[config.mk]
export PLATFORM = sky130hd
export DESIGN_NAME = tube_event_builder
export DESIGN_NICKNAME = d
export VERILOG_FILES = /design/src/rtl/tube_event_builder.sv
export SDC_FILE = /design/constraint.sdc
export NUM_CORES = 1
export LEC_CHECK = 0
export ABC_AREA = 1
export ABC_CLOCK_PERIOD_IN_PS = 19000
export CAP_MARGIN = 10
export CORE_MARGIN = 8
export CORE_UTILIZATION = 60
export CTS_BUF_LIST = sky130_fd_sc_hd__clkbuf_16
export DETAILED_ROUTE_END_ITERATION = 7
export PLACE_DENSITY_LB_ADDON = 0.12
export SLEW_MARGIN = 25
export SYNTH_ARGS = -nofsm -noshare
export SYNTH_HDL_FRONTEND = slang
export SYNTH_SLANG_ARGS = --single-unit
[constraint.sdc]
create_clock -name clk100 -period 19 [get_ports clk100]
set_input_delay 5.7 -clock clk100 [delete_from_list [all_inputs] [get_ports clk100]]
set_output_delay 5.7 -clock clk100 [all_outputs]
set_load 0.01 [all_outputs]
[src/rtl/tube_event_builder.sv]
// tube_event_builder
// Records hits on the 32 drift-tube channels over a look-back window and, on
// a scintillator coincidence, emits a 3-word event frame to the event FIFO.
//
// Ports:
//   clk100        in   system clock, 100 MHz
//   rst           in   asynchronous reset, active-high
//   SCIN_COIN     in   scintillator coincidence trigger (asynchronous)
//   TUBE3A..4B    in   8-bit tube discriminator hits (asynchronous)
//   WR_DATA       out  16-bit FIFO write data
//   WR_EN         out  FIFO write strobe, one word per high cycle
//   WR_FULL       in   FIFO full flag
//   overflowLight out  sticky lost-event indicator
//   busy          out  high while a frame is being emitted
//
// state | meaning
// IDLE  | waiting for a trigger edge
// HDR   | header word {4'hA, evt_cnt} on the write port
// W3    | {snap3A, snap3B} on the write port
// W4    | {snap4A, snap4B} on the write port
module tube_event_builder #(
  parameter int HIT_WINDOW = 16,
  parameter int EVT_CNT_W  = 12
) (
  input  logic        clk100,
  input  logic        rst,
  input  logic        SCIN_COIN,
  input  logic [7:0]  TUBE3A,
  input  logic [7:0]  TUBE3B,
  input  logic [7:0]  TUBE4A,
  input  logic [7:0]  TUBE4B,
  output logic [15:0] WR_DATA,
  output logic        WR_EN,
  input  logic        WR_FULL,
  output logic        overflowLight,
  output logic        busy
);

  localparam logic [7:0] HIT_LOAD = 8'(HIT_WINDOW);

  typedef enum logic [1:0] {IDLE, HDR, W3, W4} state_t;

  // bit 32 = SCIN_COIN, bits 31:0 = {3A, 3B, 4A, 4B}
  logic [32:0] raw;
  logic [32:0] sync1_q, sync1_d;
  logic [32:0] sync2_q, sync2_d;
  logic [32:0] sync3_q, sync3_d;
  logic [32:0] edge_det;

  logic [7:0]  hit_cnt_q [32];
  logic [7:0]  hit_cnt_d [32];
  logic [31:0] hot;

  state_t                 state_q, state_d;
  logic [31:0]            snap_q, snap_d;
  logic [EVT_CNT_W-1:0]   evt_cnt_q, evt_cnt_d;
  logic [15:0]            wr_data_q, wr_data_d;
  logic                   wr_en_q, wr_en_d;
  logic                   overflow_q, overflow_d;
  logic                   trig;

  assign raw = {SCIN_COIN, TUBE3A, TUBE3B, TUBE4A, TUBE4B};

  always_comb begin
    sync1_d  = raw;
    sync2_d  = sync1_q;
    sync3_d  = sync2_q;
    edge_det = sync2_q & ~sync3_q;
    trig     = edge_det[32];
  end

  // Per-channel hit window: a new edge (re)loads, otherwise count down to 0.
  always_comb begin
    for (int i = 0; i < 32; i++) begin
      hit_cnt_d[i] = hit_cnt_q[i];
      if (edge_det[i])
        hit_cnt_d[i] = HIT_LOAD;
      else if (hit_cnt_q[i] != 8'd0)
        hit_cnt_d[i] = hit_cnt_q[i] - 8'd1;
      hot[i] = (hit_cnt_q[i] != 8'd0) || edge_det[i];
    end
  end

  always_ff @(posedge clk100 or posedge rst) begin
    if (rst) begin
      sync1_q <= '0;
      sync2_q <= '0;
      sync3_q <= '0;
      for (int i = 0; i < 32; i++) hit_cnt_q[i] <= '0;
      state_q    <= IDLE;
      snap_q     <= '0;
      evt_cnt_q  <= '0;
      wr_data_q  <= '0;
      wr_en_q    <= 1'b0;
      overflow_q <= 1'b0;
    end else begin
      sync1_q <= sync1_d;
      sync2_q <= sync2_d;
      sync3_q <= sync3_d;
      for (int i = 0; i < 32; i++) hit_cnt_q[i] <= hit_cnt_d[i];
      state_q    <= state_d;
      snap_q     <= snap_d;
      evt_cnt_q  <= evt_cnt_d;
      wr_data_q  <= wr_data_d;
      wr_en_q    <= wr_en_d;
      overflow_q <= overflow_d;
    end
  end

  // Next state: state names the word currently on the port; it advances only
  // once that word has actually been strobed (wr_en_q).
  always_comb begin
    state_d = state_q;
    case (state_q)
      IDLE: if (trig && !WR_FULL) state_d = HDR;
      HDR:  if (wr_en_q) state_d = W3;
      W3:   if (wr_en_q) state_d = W4;
      W4:   if (wr_en_q) state_d = IDLE;
      default: state_d = IDLE;
    endcase
  end

  // Outputs are registered one cycle ahead so WR_EN and WR_DATA move together.
  always_comb begin
    wr_en_d    = 1'b0;
    wr_data_d  = wr_data_q;
    snap_d     = snap_q;
    evt_cnt_d  = evt_cnt_q;
    overflow_d = overflow_q;
    case (state_q)
      IDLE: begin
        if (trig) begin
          snap_d    = hot;
          evt_cnt_d = evt_cnt_q + 1'b1;
          if (WR_FULL) begin
            overflow_d = 1'b1;
          end else begin
            wr_en_d   = 1'b1;
            wr_data_d = {4'hA, evt_cnt_q};
          end
        end
      end
      HDR: begin
        if (wr_en_q) wr_data_d = snap_q[31:16];
        wr_en_d = !WR_FULL;
      end
      W3: begin
        if (wr_en_q) wr_data_d = snap_q[15:0];
        wr_en_d = !WR_FULL;
      end
      W4: begin
        wr_en_d = wr_en_q ? 1'b0 : !WR_FULL;
      end
      default: wr_en_d = 1'b0;
    endcase
    if (trig && state_q != IDLE) overflow_d = 1'b1;
  end

  assign busy          = (state_q != IDLE);
  assign WR_DATA       = wr_data_q;
  assign WR_EN         = wr_en_q;
  assign overflowLight = overflow_q;

endmodule

# --- Yosys cells after proc, flatten, opt, wreduce, memory -nomap -nowiden ---
# Cells that the tools add are included.
classes:
  addsub: 33
  n_mux: 82
  bitwise: 2
  n_reduce_logical: 110
  n_eq_ne: 9
op_table:
  columns: ["op", "n"]
  rows:
  - ["$mux 8", 64]
  - ["$reduce_bool 8->1", 32]
  - ["$sub 8x1->8 const B", 32]
  - ["$reduce_bool 2->1", 36]
  - ["$mux 16", 4]
  - ["$pmux 16 s3", 1]
  - ["$and 33x33->33", 1]
  - ["$not 33->33", 1]
  - ["$logic_or 1x1->1", 32]
  - ["$add 12x1->12 const B", 1]
  - ["$ne 2x2->1 const B", 6]
  - ["$mux 2", 4]
  - ["$pmux 2 s4", 1]
  - ["$mux 1", 7]
  - ["$reduce_and 5->1", 1]
  - ["$eq 2x2->1 const B", 2]
  - ["$reduce_and 4->1", 1]
  - ["$pmux 1 s3", 1]
  - ["$reduce_and 3->1", 1]
  - ["$reduce_bool 3->1", 1]
  - ["$eq 2x1->1 const B", 1]
  - ["$logic_and 1x1->1", 2]
  - ["$logic_not 2->1", 1]
  - ["$reduce_and 2->1", 1]
  - ["2 further kinds", 2]
word_totals:
  out_inout_bits: 19
  ff_bits: 419
  inputBits: 36

# --- Logic depth before layout (Yosys ltp) ---
# Gate-level depths: netlist (run 1).
depth:
  ltp_word: 5
  ltp_mapped: 11

# --- Worst setup path before layout (run 1) ---
# OpenSTA, ideal clock, no wires.
synth_path:
  path_kind: "flip-flop to output port"
  startpoint: "register state_q[0]"
  endpoint: "output busy"
  arrival_time_ns: 0.797
  n_path_buf: 0
  path_stages_with_launch: 4
  path_slack_ns: 12.503
  path_cell_list: "dfrtp_1 > inv_1 > ha_1 > inv_2"
synth_via:
  elab_chain_cells: 1
synth_lines:
  columns: ["element", "line_no", "text"]
  rows:
  - ["from (decl)", "54", "state_t state_q, state_d;"]
  - ["from (signal assigned)", "101", "state_q <= state_d;"]
  - ["$reduce_bool 2->1", "159", "assign busy = (state_q != IDLE);"]
  - ["to (decl)", "36", "output logic busy"]
# No other way between the ends.

# --- Worst setup path in the final report (run 1) ---
# Same ends and word-level chain as after synthesis.

==> results of run 1 <==
==> final timing paths <==
path	slack, ns	cells after the start	start	endpoint
worst max-delay path	11.35	4	state_q[0]	busy
min in group asynchronous	5.62	2	rst	hit_cnt_q[202]
worst min-delay path	0.35	0	sync1_q[13]	sync2_q[13]
worst max register to register	16.04	9	state_q[0]	WR_DATA[12]
worst min register to register	0.35	0	sync1_q[13]	sync2_q[13]
max in group asynchronous	11.42	5	rst	WR_DATA[4]
==> layer usage <==
metal / wire length, um / part of all wire / GRT usage / up-vias
met5: 0 / 0 / 0 / -
met4: 844 / 0.020 / 0.06190 / 0
met3: 1788 / 0.043 / 0.03634 / 73
met2: 19900 / 0.48 / 0.3535 / 296
met1: 19110 / 0.46 / 0.2726 / 8058
li1: - / - / - / 8774
==> cells by family (layout without fill, tap and decap cells) <==
family | Yosys count | after routing | synth area share
DFF | 419 | 419 | 0.5046
adders and majority gates | 70 | 70 | 0.04215
buffers and inverters | 447 | 570 | 0.08219
AOI/OAI and AO/OA | 190 | 190 | 0.04619
and+or+nand+nor | 1603 | 1603 | 0.3211
xor gates and xnor gates | 9 | 9 | 0.003793
==> sequential cells by signal, summed over array words and instances (netlist names) <==
name	flops
sync2_q	33
evt_cnt_q	12
hit_cnt_q	256
sync1_q	33
state_q	2
WR_DATA	16
sync3_q	33
snap_q	32
overflowLight	1
WR_EN	1
==> synth_stat cells (all sizes together) <==
| library cell | number | area [um2] |
|---|---|---|
| nor2 | 466 | 1767 |
| o21ai | 131 | 659.4 |
| buf | 16 | 90.08 |
| and3 | 1 | 6.260 |
| nand3 | 340 | 1707 |
| a21oi | 57 | 285.3 |
| clkbuf | 1 | 3.750 |
| xor2 | 5 | 43.79 |
| inv | 430 | 1614 |
| nand3b | 3 | 22.52 |
| a211oi | 1 | 7.510 |
| dfrtp | 419 | 10490 |
| or2 | 2 | 12.52 |
| ha | 70 | 875.8 |
| xnor2 | 4 | 35.03 |
| nor3b | 1 | 7.510 |
| o21bai | 1 | 7.510 |
| nand4 | 66 | 412.9 |
| nor3 | 5 | 30.03 |
| nand2 | 719 | 2706 |
==> critical path, cell delays in order (launching register included) <==
cell and delay, ns:
dfrtp_1 0.39, inv_1 0.09, ha_1 0.27, inv_2 0.11, clkdlybuf4s50_1 0.54
==> through the flow <==
stage / power [mW] / hold slack, ns / instances / worst slack, ns
after global routing: 4.399 / 0.3536 / 3316 / 10.96
after CTS: 4.020 / 0.3482 / 3315 / 10.95
after floorplan: 2.752 / 0.3312 / 2738 / 1.637
final: 3.997 / 0.3470 / 3316 / 11.35
after global placement: 3.094 / 0.3318 / 3235 / 10.39
after detailed placement: 3.165 / 0.3347 / 3235 / 10.33
==> area by class of cell <==
type | instances | area share
well taps | 455 | 0.02446
inverters | 430 | 0.06968
repair buffers | 60 | 0.02672
clock inverters | 35 | 0.01124
clock buffers | 45 | 0.04839
multi-input cells | 1872 | 0.3689
flip-flops and latches | 419 | 0.4506
==> where the power goes <==
group	leakage, nW	internal (mW)	switching, mW
Sequential	5.16	1.23	0.260
Combinational	6.49	0.590	1.09
Clock	0.699	0.483	0.343
Total	12.3	2.30	1.69
==> impl_metrics.json, run 1 <==
{
  "rsz0062_at_grt": "false",
  "fin_crit_ns": 7.647,
  "post_cts_resized": 0,
  "p_leak_nw": 12.35,
  "gp_congestion": 0.8886,
  "cp_data_required_time_ns": 13.30,
  "hold_class": "flip-flop to flip-flop",
  "ys_types": 31,
  "grt_usage": 0.2088,
  "syn-cell-area_um2": 20780,
  "multi_input_area_um2": 8586,
  "cap_violations": 0,
  "timing_worst_setup_path_type": "flip-flop to primary output",
  "slew_headroom": 0.3731,
  "fin_tns_setup_ns": 0,
  "grt-ovfl-total": 0,
  "dieArea_um2": 40840,
  "regArea_um2": 10490,
  "firstDrtPassIters": 5,
  "tightest_slew_ns": 0.9345,
  "numCtsBuffers": 45,
  "ant_nets": 0,
  "crit_arrival_ns": 1.95,
  "drt-total-wl_mm": 41.65,
  "rows": 68,
  "area_growth_pct": 12.00,
  "synth.avg_cell_area_um2": 7.589,
  "antenna_found_initial": 0,
  "cts_setup_buffers": 0,
  "clock_skew_ns": 0.009696,
  "placed_cell_area_um2": 21850,
  "holdBufCountCts": 0,
  "coreArea_um2": 34290,
  "wl_per_cell_um": 12.56,
  "viasPerCell": 5.187,
  "ys_warn_count": 0,
  "num_io_pins": 55,
  "fmax_mhz": 130.8,
  "clk_pin_slew_ns": 0.06,
  "fin_crit_sh": 0.4025,
  "ctsLongestPathBuffers": 3,
  "postSynthCellCount": 2738,
  "crit_fanout": 5,
  "seq_area_frac_synth": 0.5046,
  "fin_util": 0.6787,
  "grt_pass1_vias": 16560,
  "setup_viol": 0,
  "start_util": 0.6060,
  "antenna_cells": 0,
  "die_w_um": 202.1,
  "drive_gt1_frac": 0.02831,
  "fillCellCount": 2832,
  "grt_pass1_wl_mm": 73.77,
  "drv_slew": 0,
  "io_buffers": 54,
  "final_nets": 2934,
  "clock_latency_ns": 0.55,
  "ir_drop_uv": 102.3,
  "power_density_nw_per_um2": 171.8,
  "route.vias.total": 17200,
  "yosys_register_bits": 419,
  "drc_errors": 0,
  "final_area_um2": 23270,
  "cts_tree": "yes",
  "syn-num-nets": 2844,
  "die_height_um": 202.1,
  "drtIter0Drc": 1123,
  "hpwl_mm": 28.88,
  "end_kind": "primary output",
  "outcome": "finished clean",
  "final-hold-violation-count": 0,
  "grt_max_degree": 183,
  "cts_max_level": 2,
  "final_common_cell": "nand2_1",
  "clock_sinks": 419,
  "cts-root-buf": "clkbuf_16",
  "mostFrequentLayoutCells": "nand2_1 (718), nor2_1 (461), inv_1 (432)",
  "crit_path_start_kind": "flip-flop"
}
(Power assumes the default switching activity.)
==> run 2, diff against run 1 <==
- ABC_CLOCK_PERIOD_IN_PS: 19000 -> 7930
- clock period: 19 -> 7.93 ns (I/O delays scaled with it)
==> run 2 against run 1 <==
Compared with the run above:
- sequential share of layout area rose by 0.083 points
- non-clock buffer count fell by 2
- cell area fell by 0.18%
- sequential power rose by 140%
- register-to-register slack got worse by 11 ns
- combinational power rose by 140%
- final cell count barely moved
- flip-flop and latch count did not move
- worst hold slack got worse by 0.00071 ns
- largest cell class unchanged
- largest power group unchanged
==> impl_metrics.json, run 2 (synthesis gave the netlist of run 1 again) <==
{
  "outcome": "finished clean",
  "drv_slew": 0,
  "final-hold-violation-count": 0,
  "post_cts_resized": 0,
  "coreArea_um2": 34290,
  "holdBufCountCts": 0,
  "end_kind": "primary output",
  "drt-total-wl_mm": 41.46,
  "cts-root-buf": "clkbuf_16",
  "numCtsBuffers": 45,
  "power_density_nw_per_um2": 410.3,
  "rsz0062_at_grt": "false",
  "final_nets": 2932,
  "route.vias.total": 17260,
  "wl_per_cell_um": 12.51,
  "grt-ovfl-total": 0,
  "cts_tree": "yes",
  "dieArea_um2": 40840,
  "clock_latency_ns": 0.56,
  "setup_ws_ns": 3.562,
  "crit_fanout": 5,
  "ctsLongestPathBuffers": 3,
  "dp_cells": 3233,
  "fin_crit_sh": 0.5508,
  "drc_errors": 0,
  "grt_max_degree": 179,
  "clock_skew_ns": 0.01210,
  "final_area_um2": 23230,
  "setup_viol": 0,
  "r2r-start": "state_q[1]",
  "cp_data_required_time_ns": 5.55,
  "viasPerCell": 5.205,
  "antenna_found_initial": 1,
  "num_io_pins": 55,
  "fillCellCount": 2855,
  "fmax_mhz": 228.9,
  "hold_start": "sync1_q[10]",
  "top_register": "hit_cnt_q",
  "tightest_slew_ns": 0.9297,
  "gp_congestion": 0.8753,
  "p_leak_nw": 12.36,
  "clock_sinks": 419,
  "hpwl_mm": 28.80,
  "hold_class": "flip-flop to flip-flop",
  "mostFrequentLayoutCells": "nand2_1 (718), nor2_1 (461), inv_1 (435)",
  "io_buffers": 54,
  "start_util": 0.6060,
  "cp-startpoint": "state_q[0]",
  "fin_crit_ns": 4.368,
  "final_common_cell": "nand2_1",
  "antenna_cells": 0,
  "ir_drop_uv": 226.8,
  "firstDrtPassIters": 8,
  "cap_violations": 0,
  "cts_max_level": 2,
  "rows": 68,
  "placed_cell_area_um2": 21850,
  "grt_usage": 0.2046,
  "slew_headroom": 0.3795,
  "crit_arrival_ns": 1.99,
  "grt_pass1_wl_mm": 72.39,
  "timing_worst_setup_path_type": "flip-flop to primary output",
  "grt_pass1_vias": 16540,
  "cts_setup_buffers": 0,
  "die_w_um": 202.1,
  "largest_reg_flops": 256,
  "area_growth_pct": 11.79,
  "clk_pin_slew_ns": 0.06,
  "crit_path_start_kind": "flip-flop",
  "drive_gt1_frac": 0.02727,
  "final_cells": 3315,
  "drtIter0Drc": 1225,
  "ant_nets": 0,
  "die_height_um": 202.1,
  "preCtsSetupSlack_ns": 3.722
}
==> run 2: cell types whose count changed in the layout (fill, tap and decap cells not counted), sizes merged <==
| cell | delta |
|---|---|
| buf | -2 |
| bufinv | -1 |
| clkinv | +3 |
| inv | +2 |
| clkinvlp | -3 |
==> run 2: final timing paths <==
kind	endpoint	slack, ns	cells past startpoint
max	busy	3.56	4
min	sync2_q[10]	0.35	0
max reg2reg	snap_q[0]	5.15	6
min reg2reg	sync2_q[10]	0.35	0
max in group asynchronous	hit_cnt_q[37]	4.37	4
min in group asynchronous	hit_cnt_q[164]	2.25	2
==> run 2: per-layer routing <==
layer / GRT usage / share of wire / up-vias
met5: 0 / 0.00031 / -
met4: 0.06889 / 0.021 / 2
met3: 0.03298 / 0.044 / 58
met2: 0.3472 / 0.47 / 343
met1: 0.2649 / 0.47 / 8096
li1: - / - / 8756
==> run 2: area by class of cell <==
type	instances	area, um2	share of cell area
Inverter	430	1618	0.06965
Timing Repair Buffer	58	615.6	0.02650
Multi-Input combinational cell	1872	8586	0.3696
Sequential cell	419	10490	0.4514
Clock inverter	36	229.0	0.009857
Clock buffer	45	1126	0.04848
Tap cell	455	569.3	0.02451
==> run 2: where the power goes <==
part           total (mW)  switching [mW]  leakage, nW  internal (mW)
Sequential           3.57           0.624         5.16           2.95
Combinational        4.01            2.60         6.49           1.41
Clock                1.95           0.825        0.711           1.12
Total                9.53            4.05         12.4           5.48
==> run 2: per-stage QoR <==
| stage | hold slack, ns | setup TNS, ns | total power [mW] | utilization |
|---|---|---|---|---|
| after floorplan | 0.3312 | -42.12 | 6.595 | - |
| after global placement | 0.3332 | 0 | 7.373 | 0.6371 |
| after detailed placement | 0.3347 | 0 | 7.561 | 0.6371 |
| after CTS | 0.3478 | 0 | 9.571 | 0.6767 |
| after global routing | 0.3508 | 0 | 10.47 | 0.6775 |
| final | 0.3463 | 0 | 9.530 | 0.6775 |
==> run 2: worst max-delay path, stage by stage, from the launching register on <==
cell             delay, ns
dfrtp_1               0.39
inv_1                 0.09
ha_1                  0.26
inv_2                 0.13
clkdlybuf4s50_1       0.55
==> RTL change 1 (settings of run 1) <==
Encoding of `state_t`: now one-hot (4 bits for 4 states).
--- a/src/rtl/tube_event_builder.sv
+++ b/src/rtl/tube_event_builder.sv
@@ -38,7 +38,7 @@
 
   localparam logic [7:0] HIT_LOAD = 8'(HIT_WINDOW);
 
-  typedef enum logic [1:0] {IDLE, HDR, W3, W4} state_t;
+  typedef enum logic [3:0] {IDLE = 4'b0001, HDR = 4'b0010, W3 = 4'b0100, W4 = 4'b1000} state_t;
 
   // bit 32 = SCIN_COIN, bits 31:0 = {3A, 3B, 4A, 4B}
   logic [32:0] raw;
Function: no difference found for any inputs over 4 cycles, from zero or initial values and one cycle with rst high; so few cycles prove little.
==> RTL change 1 against run 1 <==
  * Power is 7.4% lower
  * Combinational power is 20% lower
  * Sequential share of layout area is 1.4 points higher
  * Area after synthesis is 3.1% lower
  * Count of clock-buffer cells in the layout stayed put
  * Sequential cell count is 2 higher
  * Setup slack worse by 0.26 ns
  * Final area is 2.6% lower
  * Routed wire length is 6.0% lower
  * Largest power group is now sequential cells
==> RTL change 1: results (changes against run 1) <==
| Group | Quantity | Value | Delta |
|:---|:---|:---|:---|
| outcome | Outcome | completed |  |
| detailed routing | Routed wire length | 39130 um | -6.0% |
| cells and area | Final layout net count | 2626 | -10% |
| global routing | First-pass GRT wire length | 67750 um | -8.2% |
| synth | Adder and majority gate portion of the synthesized area | 4.039% | -0.18 points |
| global routing | Vias in the first global route | 15120 | -8.7% |
| synth | Post-Synth XOR/XNOR Area | 2.349% | +2.0 points |
| critical path | Arrival time at the worst endpoint | 2.21 ns | +0.26 ns |
| global routing | Global Route met2 Usage | 34.50% | -0.85 points |
| global routing | Fraction of met1 tracks used by global routing | 26.65% | -0.61 points |
| synth | Compound-Gate Fraction of Synth Area | 6.387% | +1.8 points |
| detailed routing | Number of vias after detailed routing | 15700 | -8.7% |
| critical path | FF-to-FF path depth | 8 | -1 |
| place | Placed wire-length estimate after detailed placement | 26860 um | -7.0% |
| detailed routing | Routed length on met1 | 18100 um | -5.3% |
| hold path | Hold path endpoint | sync2_q[31] |  |
| global routing | Global-route total usage across every layer | 20.21% | -0.66 points |
| synth | Post-synthesis net count | 2542 | -11% |
| cells and area | Proportion of layout cells with a drive suffix above 1 | 5.123% | +2.3 points |
| place | Setup slack at placement | 11.19 ns | +0.8602 ns |
| power | Maximum vdd drop | 0.09827 mV | -3.9% |
| global routing | Pin count of the biggest net entering global routing | 180 | -1.6% |
| critical path | Largest fanout on the critical path | 21 | +16 |
| detailed routing | Routed wl met2 | 18740 um | -5.8% |
| hold path | Worst Hold Launch | sync1_q[31] |  |
| critical path | Family with the most delay on the worst path | simple AND/OR/NAND/NOR gates |  |
RTL change 1: area by class of cell:
class,count,area [um2]
Clock buffer,45,1126
Clock inverter,34,402.9
Fill cell,2682,10610
Inverter,372,1406
Multi-Input combinational cell,1628,8068
Sequential cell,421,10540
Tap cell,448,560.5
Timing Repair Buffer,57,575.6
RTL change 1: how the worst max path moves through the flow:
stage                    start           to  slack (ns)  cells past startpoint
finish              state_q[3]         busy       11.09                      3
CTS                 state_q[3]         busy       11.07                      3
global placement           rst  sync1_q[27]       11.23                      3
floorplan                  rst   WR_DATA[0]        1.58                      1
global route        state_q[3]         busy       11.00                      3
detailed placement         rst  sync1_q[27]       11.19                      3
RTL change 1: power by group:
part           leakage (nW)  total (mW)  internal (mW)  switching (mW)
registers              5.19        1.45           1.22           0.229
clock network         0.784       0.903          0.563           0.339
logic                  5.59        1.35          0.509           0.843
==> RTL change 2 (flow settings as in run 1) <==
Without the edit above. Change the parameter `HIT_WINDOW` from 16 to 15.
--- a/src/rtl/tube_event_builder.sv
+++ b/src/rtl/tube_event_builder.sv
@@ -19,7 +19,7 @@
 // W3    | {snap3A, snap3B} on the write port
 // W4    | {snap4A, snap4B} on the write port
 module tube_event_builder #(
-  parameter int HIT_WINDOW = 16,
+  parameter int HIT_WINDOW = 15,
   parameter int EVT_CNT_W  = 12
 ) (
   input  logic        clk100,
Check against the original RTL: same outputs for any inputs over 4 cycles, from zero or initial values and one cycle with rst high; that may be too few to reach the edited logic, so the function may still have changed.
==> RTL change 2 against run 1 <==
  * Combinational power fell by 50%
  * Final area fell by 2.0%
  * Critical path depth did not move
  * Setup slack got worse by 0.25 ns
  * Core utilization rose by 0.12 points
  * Sequential cell count did not move
  * Hold slack got worse by 0.00052 ns
  * Routed wire length fell by 3.0%
  * Power fell by 28%
  * Area after synthesis fell by 1.8%
==> RTL change 2: results (changes against run 1) <==
| Group | Quantity | Value | Delta |
|:---|:---|:---|:---|
| synth | Post-synth cell types | 30 | -3.2% |
| power | Leak Pwr | 11.62 nW | -5.9% |
| outcome | Outcome | completed |  |
| power | Maximum vdd drop | 0.07808 mV | -24% |
| critical path | FF-to-FF path depth | 7 | -2 |
| global routing | First-pass GRT wire length | 71020 um | -3.7% |
| detailed routing | First DRT Iteration DRCs | 1084 | -3.5% |
| cells and area | Final layout net count | 2788 | -5.0% |
| critical path | CP Data Required Time | 19.55 ns | +6.25 ns |
| critical path | Reg2Reg Setup Slack | 16.25 ns | +0.21 ns |
| synth | Compound-Gate Fraction of Synth Area | 5.946% | +1.3 points |
| synth | Proportion of synthesized chip area in sequential cells | 51.37% | +0.91 points |
| place | Routability Congestion | 0.8654 | -2.6% |
| global routing | Pin count of the biggest net entering global routing | 154 | -16% |
| cells and area | Filler cell count | 2721 | -3.9% |
| synth | Post-synthesis net count | 2700 | -5.1% |
| synth | Adder and majority gate portion of the synthesized area | 4.291% | +0.076 points |
| cells and area | Proportion of layout cells with a drive suffix above 1 | 4.274% | +1.4 points |
| detailed routing | Via-to-Cell Ratio | 5.203 | +0.30% |
| detailed routing | Wire per inst | 12.78 um | +1.8% |
| global routing | Vias in the first global route | 15850 | -4.3% |
| place | Setup slack at placement | 10.40 ns | +0.06810 ns |
| synth | Commonest cells in the synthesized netlist | nand2_1 (660), dfrtp_1 (419), inv_1 (390), nor2_1 (379), nand3_1 (294) |  |
| cells and area | Area of the multi-input gates | 8358 um2 | -2.7% |
| timing | Layout Skew | 0.009891 ns | +0.0001948 ns |
| hold path | Worst Hold Launch | sync1_q[7] |  |
-- RTL change 2: changes by cell type after synthesis, moves of 4 or more --
cell     delta
nand3_1    -45
o21ai_0    +34
nor2_2     +30
a21oi_1    -16
xnor2_1    +30
nand4_1    -30
or2_2       +4
o21ai_1    +25
nor2_1     -82
nand2_1    -58
inv_1      -37
-- RTL change 2: power breakdown --
part	leakage, nW	switching (mW)	internal (mW)
Clock	0.701	0.341	0.455
Combinational	5.86	0.533	0.312
Sequential	5.05	0.162	1.09
-- RTL change 2: worst max-delay path by stage --
stage | start | endpoint | slack [ns] | depth (start not counted)
after CTS | rst | hit_cnt_q[120] | 10.98 | 4
after detailed placement | rst | sync3_q[7] | 10.40 | 4
final | rst | sync2_q[16] | 11.10 | 4
after global routing | rst | sync1_q[0] | 10.60 | 4
after global placement | rst | hit_cnt_q[195] | 10.44 | 4
after floorplan | rst | WR_DATA[0] | 1.64 | 1
-- RTL change 2: metrics by stage --
step | instances | hold WS (ns)
after global routing | 3162 | 0.3529
after detailed placement | 3083 | 0.3347
after CTS | 3162 | 0.3473
final | 3162 | 0.3465
after floorplan | 2594 | 0.3312
after global placement | 3083 | 0.3315
-- RTL change 2: layout make-up --
class                   count  share of cell area [%]
clock buffers              45                   4.939
clock inverters            34                  0.8891
inverters                 393                   6.503
multi-input cells        1765                   36.66
flip-flops and latches    419                   45.99
well taps                 448                   2.459
repair buffers             58                   2.557
-- RTL change 2: cells by family after synthesis --
kind of cell / after synthesis
adders and majority gates: 70
buffers and inverters: 410
and+or+nand+nor: 1420
xor gates and xnor gates: 38
DFF: 419
AOI/OAI and AO/OA: 237
-- RTL change 2: worst max-delay path, stage by stage --
cell and delay, ns:
clkdlybuf4s50_1 0.49, inv_8 0.60, buf_12 0.66, buf_4 0.78
-- RTL change 2: per-layer routing --
layer	routed length, um	track usage [%]	vias up
met1	18460	26.46	7798
met3	1641	3.147	56
met2	19550	34.55	291
met4	766	5.493	0
li1	-	-	8306
met5	0	0	-
